==> config.mk <==
export PLATFORM = sky130hd
export DESIGN_NAME = note_input_conditioner
export DESIGN_NICKNAME = d
export VERILOG_FILES = /design/src/rtl/note_input_conditioner.sv
export SDC_FILE = /design/constraint.sdc
export NUM_CORES = 1
export LEC_CHECK = 0
export ABC_AREA = 1
export CAP_MARGIN = 10
export CORE_UTILIZATION = 54
export CTS_BUF_LIST = sky130_fd_sc_hd__clkbuf_16
export DETAILED_ROUTE_END_ITERATION = 16
export HOLD_SLACK_MARGIN = 0.1
export PLACE_DENSITY = 0.77
export SYNTH_ARGS = -nofsm -noshare
export SYNTH_HDL_FRONTEND = slang
export SYNTH_SLANG_ARGS = --single-unit
==> constraint.sdc <==
create_clock -name clk -period 1.3 [get_ports clk]
set_clock_uncertainty 0.05 [all_clocks]
set_input_delay 0.195 -clock clk [delete_from_list [all_inputs] [get_ports clk]]
set_output_delay 0.195 -clock clk [all_outputs]
set_load 0.03 [all_outputs]
==> src/rtl/note_input_conditioner.sv <==
// Push-button front end: synchronise, debounce, reject chords, and hand one
// one-hot note per key release to the response checker through a valid/ack slot.
module note_input_conditioner #(
  parameter int DEBOUNCE_CYCLES = 4,
  parameter bit ACTIVE_LOW      = 1'b1
) (
  input  logic       clk,
  input  logic       reset,
  input  logic [3:0] key_in,
  input  logic       enable,
  input  logic       note_ack,
  output logic [3:0] note_out,
  output logic       note_valid,
  output logic [3:0] keys_level,
  output logic       chord_error,
  output logic       overrun
);

  localparam int CW = $clog2(DEBOUNCE_CYCLES) + 1;
  localparam logic [CW-1:0] CNT_LAST = CW'(DEBOUNCE_CYCLES - 1);

  typedef enum logic [1:0] {IDLE, HELD, RELEASE} state_t;

  logic [3:0] pressed;
  logic [3:0] sync1_reg;
  logic [3:0] sync2_reg;
  state_t     state;
  logic [3:0] cand;
  logic       level_onehot;
  logic       slot_free;

  assign pressed = ACTIVE_LOW ? ~key_in : key_in;

  always_ff @(posedge clk or posedge reset) begin
    if (reset) begin
      sync1_reg <= 4'b0000;
      sync2_reg <= 4'b0000;
    end else begin
      sync1_reg <= pressed;
      sync2_reg <= sync1_reg;
    end
  end

  // A level only flips after DEBOUNCE_CYCLES unbroken cycles of disagreement.
  generate
    for (genvar gi = 0; gi < 4; gi++) begin : g_debounce
      logic [CW-1:0] cnt;
      logic          level;

      always_ff @(posedge clk or posedge reset) begin
        if (reset) begin
          cnt   <= '0;
          level <= 1'b0;
        end else if (sync2_reg[gi] == level) begin
          cnt <= '0;
        end else if (cnt == CNT_LAST) begin
          cnt   <= '0;
          level <= ~level;
        end else begin
          cnt <= cnt + CW'(1);
        end
      end

      assign keys_level[gi] = level;
    end
  endgenerate

  assign level_onehot = (keys_level != 4'b0000) &&
                        ((keys_level & (keys_level - 4'd1)) == 4'b0000);
  assign slot_free    = !note_valid || note_ack;

  always_ff @(posedge clk or posedge reset) begin
    if (reset) begin
      state       <= IDLE;
      cand        <= 4'b0000;
      note_out    <= 4'b0000;
      note_valid  <= 1'b0;
      chord_error <= 1'b0;
      overrun     <= 1'b0;
    end else begin
      chord_error <= 1'b0;
      overrun     <= 1'b0;
      // An emit in the same cycle below takes precedence over this clear.
      if (note_ack && note_valid)
        note_valid <= 1'b0;

      case (state)
        IDLE: begin
          if (keys_level != 4'b0000) begin
            if (!enable) begin
              state <= RELEASE;
            end else if (level_onehot) begin
              cand  <= keys_level;
              state <= HELD;
            end else begin
              chord_error <= 1'b1;
              state       <= RELEASE;
            end
          end
        end
        HELD: begin
          if (!enable) begin
            state <= RELEASE;
          end else if ((keys_level & ~cand) != 4'b0000) begin
            chord_error <= 1'b1;
            state       <= RELEASE;
          end else if (keys_level == 4'b0000) begin
            state <= IDLE;
            if (slot_free) begin
              note_out   <= cand;
              note_valid <= 1'b1;
            end else begin
              overrun <= 1'b1;
            end
          end
        end
        RELEASE: begin
          if (keys_level == 4'b0000)
            state <= IDLE;
        end
        default: state <= IDLE;
      endcase
    end
  end

endmodule
==> results.toml <==
[finish]
fin_area_mm2 = 0.00209
nets = 202
diodes = 0
final_cell_mix = "nand2_1, dfrtp_1, inv_1, buf_4, nand2_2"
regMostFlops = "g_debounce.cnt"
fill_cells = 198
final_layout_size_suffix_gt1_frac = 0.262
syn_to_final_growth_pct = 26.5
mostFrequentLayoutCell = "nand2_1"
largest_reg_flops = 12

[clocking]
cts_made_buffers = 5
hold_buffers = 0
cts_tree = "yes"
clockBufferDepth = 2
htreeDepth = 2
cts.clk_slew.worst_paths_ns = 0.05
clockRootBuffer = "clkbuf_16"
cts.sinks = 37
clkLatencyLatePin_ns = 0.28

[global_routing]
grt_overflow = 0
grt_max_degree = 38
first_global_vias = 1131
antenna_found_initial = 0
grt_pass1_wl_mm = 4.64
grt_use_total = 0.194

[sta]
fmax_mhz = 756
tightest_slew_ns = 0.380
relSlewSlack = 0.747
min_period_ns = 1.32
worst_slack_ns = -0.0219
hold_viol = 0
slew_viol_final = 0
setup_viol = 6
rsz0062_at_grt = "true"
period_share = 1.02

[worst_hold_path]
hp-class = "in -> async"

[critical_path]
cp.required_ns = 1.42
reg2reg_to = "note_out[2]$_DFFE_PP0P_"
r2r_cells = 6
cp-endpoint = "note_out[2]$_DFFE_PP0P_"
rrSetupSlack_ns = -0.02
worst_setup_path_end_kind = "flip-flop"
rr_startpoint = "g_debounce[2].level$_DFFE_PP0P_"
startpoint = "g_debounce[2].level$_DFFE_PP0P_"
arrival_ns = 1.44
critPathMaxFanout = 4
worstSetupStartpointType = "flip-flop"
critical_path_class = "reg -> reg"

[placement]
portBuffers = 18
dp_hpwl_mm = 1.93
place_ws_ns = -0.131
gp_congestion = 0.847
placed_area_mm2 = 0.00190

[yosys]
ys_warn_count = 0
synth_edf_count = 0
syn-mean-instance-area_um2 = 10.3
synth_flop_cell = "dfrtp_1"
seq_area_frac_synth = 0.561
ys_seq_elements = 37
ys_async_sr_fraction = 1.00
synth_cells = 160
synth.cell_area_mm2 = 0.00165
synth_nets = 172
yosysUniqueCellTypes = 23

[die]
core_mm2 = 0.00283
die_w_um = 57.3
die_y_um = 57.3
io_pins = 19
die-area_mm2 = 0.00328
rows = 19
initial_utilization = 0.583

[routing]
drt-pass1-iter-count = 10
drt-initial-drc-count = 37
drc = 2
postRouteAntennaNets = 0
vias_per_cell = 5.19
routed_wl_mm = 2.78
vias = 1153
wl_per_cell_um = 12.5

[power]
p_leak_nw = 1.08
ir_drop_v = 0.00133
p_per_area_mw_per_mm2 = 2340

[run_status]
violations = "design-rule violations, negative setup slack"
status = "complete, but fails checks"

[run]
maxCapViolCount = 0
==> critical path, stage by stage, from the launching register on <==
cell	delay, ns
dfrtp_1	0.44
nor2_4	0.18
nand2_4	0.09
nor2_4	0.17
nand4_4	0.13
nand2_1	0.09
nand2_1	0.05
==> kinds of logic after synthesis <==
| kind of cell | after synthesis | synth area share |
|---|---|---|
| buffers and inverters | 25 | 0.0660 |
| and+or+nand+nor | 85 | 0.293 |
| adders and majority gates | 4 | 0.0303 |
| xor gates and xnor gates | 4 | 0.0212 |
| AOI/OAI and AO/OA | 2 | 0.00758 |
| DFF | 37 | 0.561 |
| muxes | 3 | 0.0205 |
==> routing by layer <==
layer / vias to the layer above / track usage / share of wire / wire length [um]
met4: 0 / 0.101 / 0.022 / 61
met1: 565 / 0.205 / 0.42 / 1170
li1: 558 / - / - / -
met5: - / 0 / 0 / 0
met2: 23 / 0.336 / 0.51 / 1430
met3: 7 / 0.0726 / 0.042 / 117
==> what timing repair did <==
action | 4_1_cts | 5_1_grt
resized for setup | 8 | 16
setup buffers | 0 | 1
pin swaps | 1 | 10
setup endpoints to repair | 10 | 19
hold endpoints to repair | 0 | 0
==> synthesized netlist by cell type (4+ instances only) <==
master	n	share of area
ha_1	4	0.030
nor2_1	7	0.016
nor3_1	5	0.015
inv_1	18	0.041
nand3_1	5	0.015
nand2_1	45	0.10
xnor2_1	4	0.021
dfrtp_1	37	0.56
buf_4	4	0.018
nand4_1	5	0.019
==> cell type report <==
cell class                      count  area (um^2)  area share
Tap cell                           31         38.8      0.0186
Multi-Input combinational cell     98          647       0.310
Sequential cell                    37          928       0.445
Inverter                           21         78.8      0.0377
Clock inverter                      3         12.5     0.00599
Clock buffer                        5          125      0.0599
Timing Repair Buffer               27          258       0.123
==> through the flow <==
| step | util | power (mW) | instances | hold WS, ns | TNS, ns |
|---|---|---|---|---|---|
| CTS | 0.718 | 4.74 | 221 | 0.219 | 0 |
| finish | 0.738 | 4.88 | 222 | 0.216 | -0.0607 |
| floorplan | - | 3.13 | 160 | 0.204 | 0 |
| detailed placement | 0.672 | 3.63 | 213 | 0.293 | -0.773 |
| global placement | 0.672 | 3.55 | 213 | 0.282 | -0.506 |
| global route | 0.738 | 5.17 | 222 | 0.259 | -0.784 |
==> power by group <==
part           internal (mW)  total [mW]  switching, mW
clock network          0.691        1.10          0.414
registers               1.45        1.74          0.289
logic                  0.834        2.04           1.20
==> worst min path at each step <==
stage / from / end / slack, ns / cells after the start
final: reset / g_debounce[1].cnt[0]$_DFF_PP0_ / 0.22 / 3
after floorplan: key_in[0] / sync1_reg[0]$_DFF_PP0_ / 0.20 / 1
after CTS: reset / g_debounce[0].level$_DFFE_PP0P_ / 0.22 / 3
after detailed placement: sync1_reg[2]$_DFF_PP0_ / sync2_reg[2]$_DFF_PP0_ / 0.29 / 0
after global placement: sync1_reg[1]$_DFF_PP0_ / sync2_reg[1]$_DFF_PP0_ / 0.28 / 0
after global routing: reset / sync2_reg[0]$_DFF_PP0_ / 0.26 / 3
(Power assumes the default switching activity.)
==> RTL edit, RTL diff (same flow settings) <==
Put one more register stage on the output `overrun`, with the module's reset. The value now appears one clock later. The other outputs are not delayed to match.
--- a/src/rtl/note_input_conditioner.sv
+++ b/src/rtl/note_input_conditioner.sv
@@ -21,4 +21,6 @@
 
   typedef enum logic [1:0] {IDLE, HELD, RELEASE} state_t;
+
+  logic overrun_s0;
 
   logic [3:0] pressed;
@@ -77,8 +79,8 @@
       note_valid  <= 1'b0;
       chord_error <= 1'b0;
-      overrun     <= 1'b0;
+      overrun_s0  <= 1'b0;
     end else begin
       chord_error <= 1'b0;
-      overrun     <= 1'b0;
+      overrun_s0  <= 1'b0;
       // An emit in the same cycle below takes precedence over this clear.
       if (note_ack && note_valid)
@@ -111,5 +113,5 @@
               note_valid <= 1'b1;
             end else begin
-              overrun <= 1'b1;
+              overrun_s0 <= 1'b1;
             end
           end
@@ -124,3 +126,11 @@
   end
 
+  always_ff @(posedge clk or posedge reset) begin
+    if (reset) begin
+      overrun <= '0;
+    end else begin
+      overrun <= overrun_s0;
+    end
+  end
+
 endmodule
Behaviour: no difference found for any inputs over 10 cycles, from zero or initial values and one cycle with reset high; that may be too few to reach the edited logic, so the function may still have changed.
==> RTL edit against the original RTL <==
- sequential cell count is 1 higher
- worst setup slack worse by 0.057 ns
- design area increased by 3.1%
- total power grew 7.3%
- global-route usage up 1.5 points
- count of clock-buffer cells in the layout is the same
- synthesized area grew 1.5%
- the run still ends with DRC, setup timing left
- sequential power rose by 3%
- highest routed layer unchanged
- critical path type unchanged
- routed wire length grew 8.1%
==> RTL edit: results <==
layout:
  drive_above_1_share_pct: 28.65
  clkCellAreaFrac_pct: 7.907
  seq_share_pct: 44.42
  bufAreaShareNonClock_pct: 11.92
  fin_cells: 223
  syn2layout_area_growth_pct: 28.45
  fillers: 191
  multi_input_area_share_pct: 30.29
  multi_input_area_um2: 651.9
  num-nets-final: 203
power:
  p_clk_uw: 1360
  vdd_drop_max_mv: 1.310
  leakage_uw: 0.001098
  p_seq_uw: 1790
  powerDensity_nw_per_um2: 2434
yosys:
  netlist_top_cells_count: "nand2_1 (45), dfrtp_1 (38), inv_1 (18)"
  synthCells: 161
  synth_seq_cells: 38
  yosysUniqueCellTypes: 23
  synth_area_leaders: "dfrtp_1 (57%), nand2_1 (10%), inv_1 (4.0%)"
  synth-seq-area-share_pct: 56.76
  postSynthNetCount: 173
sta:
  setup_violations: 5
  worst_slew_pin_slew_ns: 0.3934
  setup_ws_ns: -0.07885
  hold_ws_ns: 0.2226
critical_path:
  rr_worst_depth: 8
  worstSetupStartpoint: "g_debounce[1].level"
  arrival_ns: 1.50
  crit_path_end: "cand[2]"
grt:
  grt_max_degree: 39
  grt_usage_pct: 20.88
  grt_pass1_vias: 1135
outcome:
  violations: "DRC, setup timing"
  outcome: "finished with violations"
detailed_routing:
  vias: 1177
  drcViolationCount: 1
placed_design:
  globalplace.congestion: 0.8175
  dp_cells: 214
  placed_cell_area_um2: 1927
  dp_hpwl_um: 2059
[RTL edit: logic make-up after synthesis]
family | Yosys count | synth area share, %
fa+ha+maj | 4 | 2.987
xor+xnor | 4 | 2.091
mux | 3 | 2.016
compound gates | 2 | 0.7467
buf+inv | 25 | 6.497
flops | 38 | 56.76
simple gates | 85 | 28.90
[RTL edit: per-layer routing]
| metal | up-vias | share of wire (%) | wire (µm) | GRT usage, % |
|---|---|---|---|---|
| met5 | - | 0 | 0 | 0 |
| met3 | 7 | 4.5 | 135 | 8.705 |
| met1 | 586 | 39 | 1158 | 23.41 |
| met4 | 0 | 1.8 | 53 | 8.163 |
| li1 | 564 | - | - | - |
| met2 | 20 | 55 | 1660 | 35.55 |
[RTL edit: worst reg2reg max path, stage by stage (launching register included)]
cell and delay [ns]:
dfrtp_2 0.45, nor2_4 0.17, nand2_2 0.07, nand2_2 0.09, nand2_4 0.08, nor2_8 0.15
nand2_4 0.10, nand2_2 0.07, nand2_1 0.05
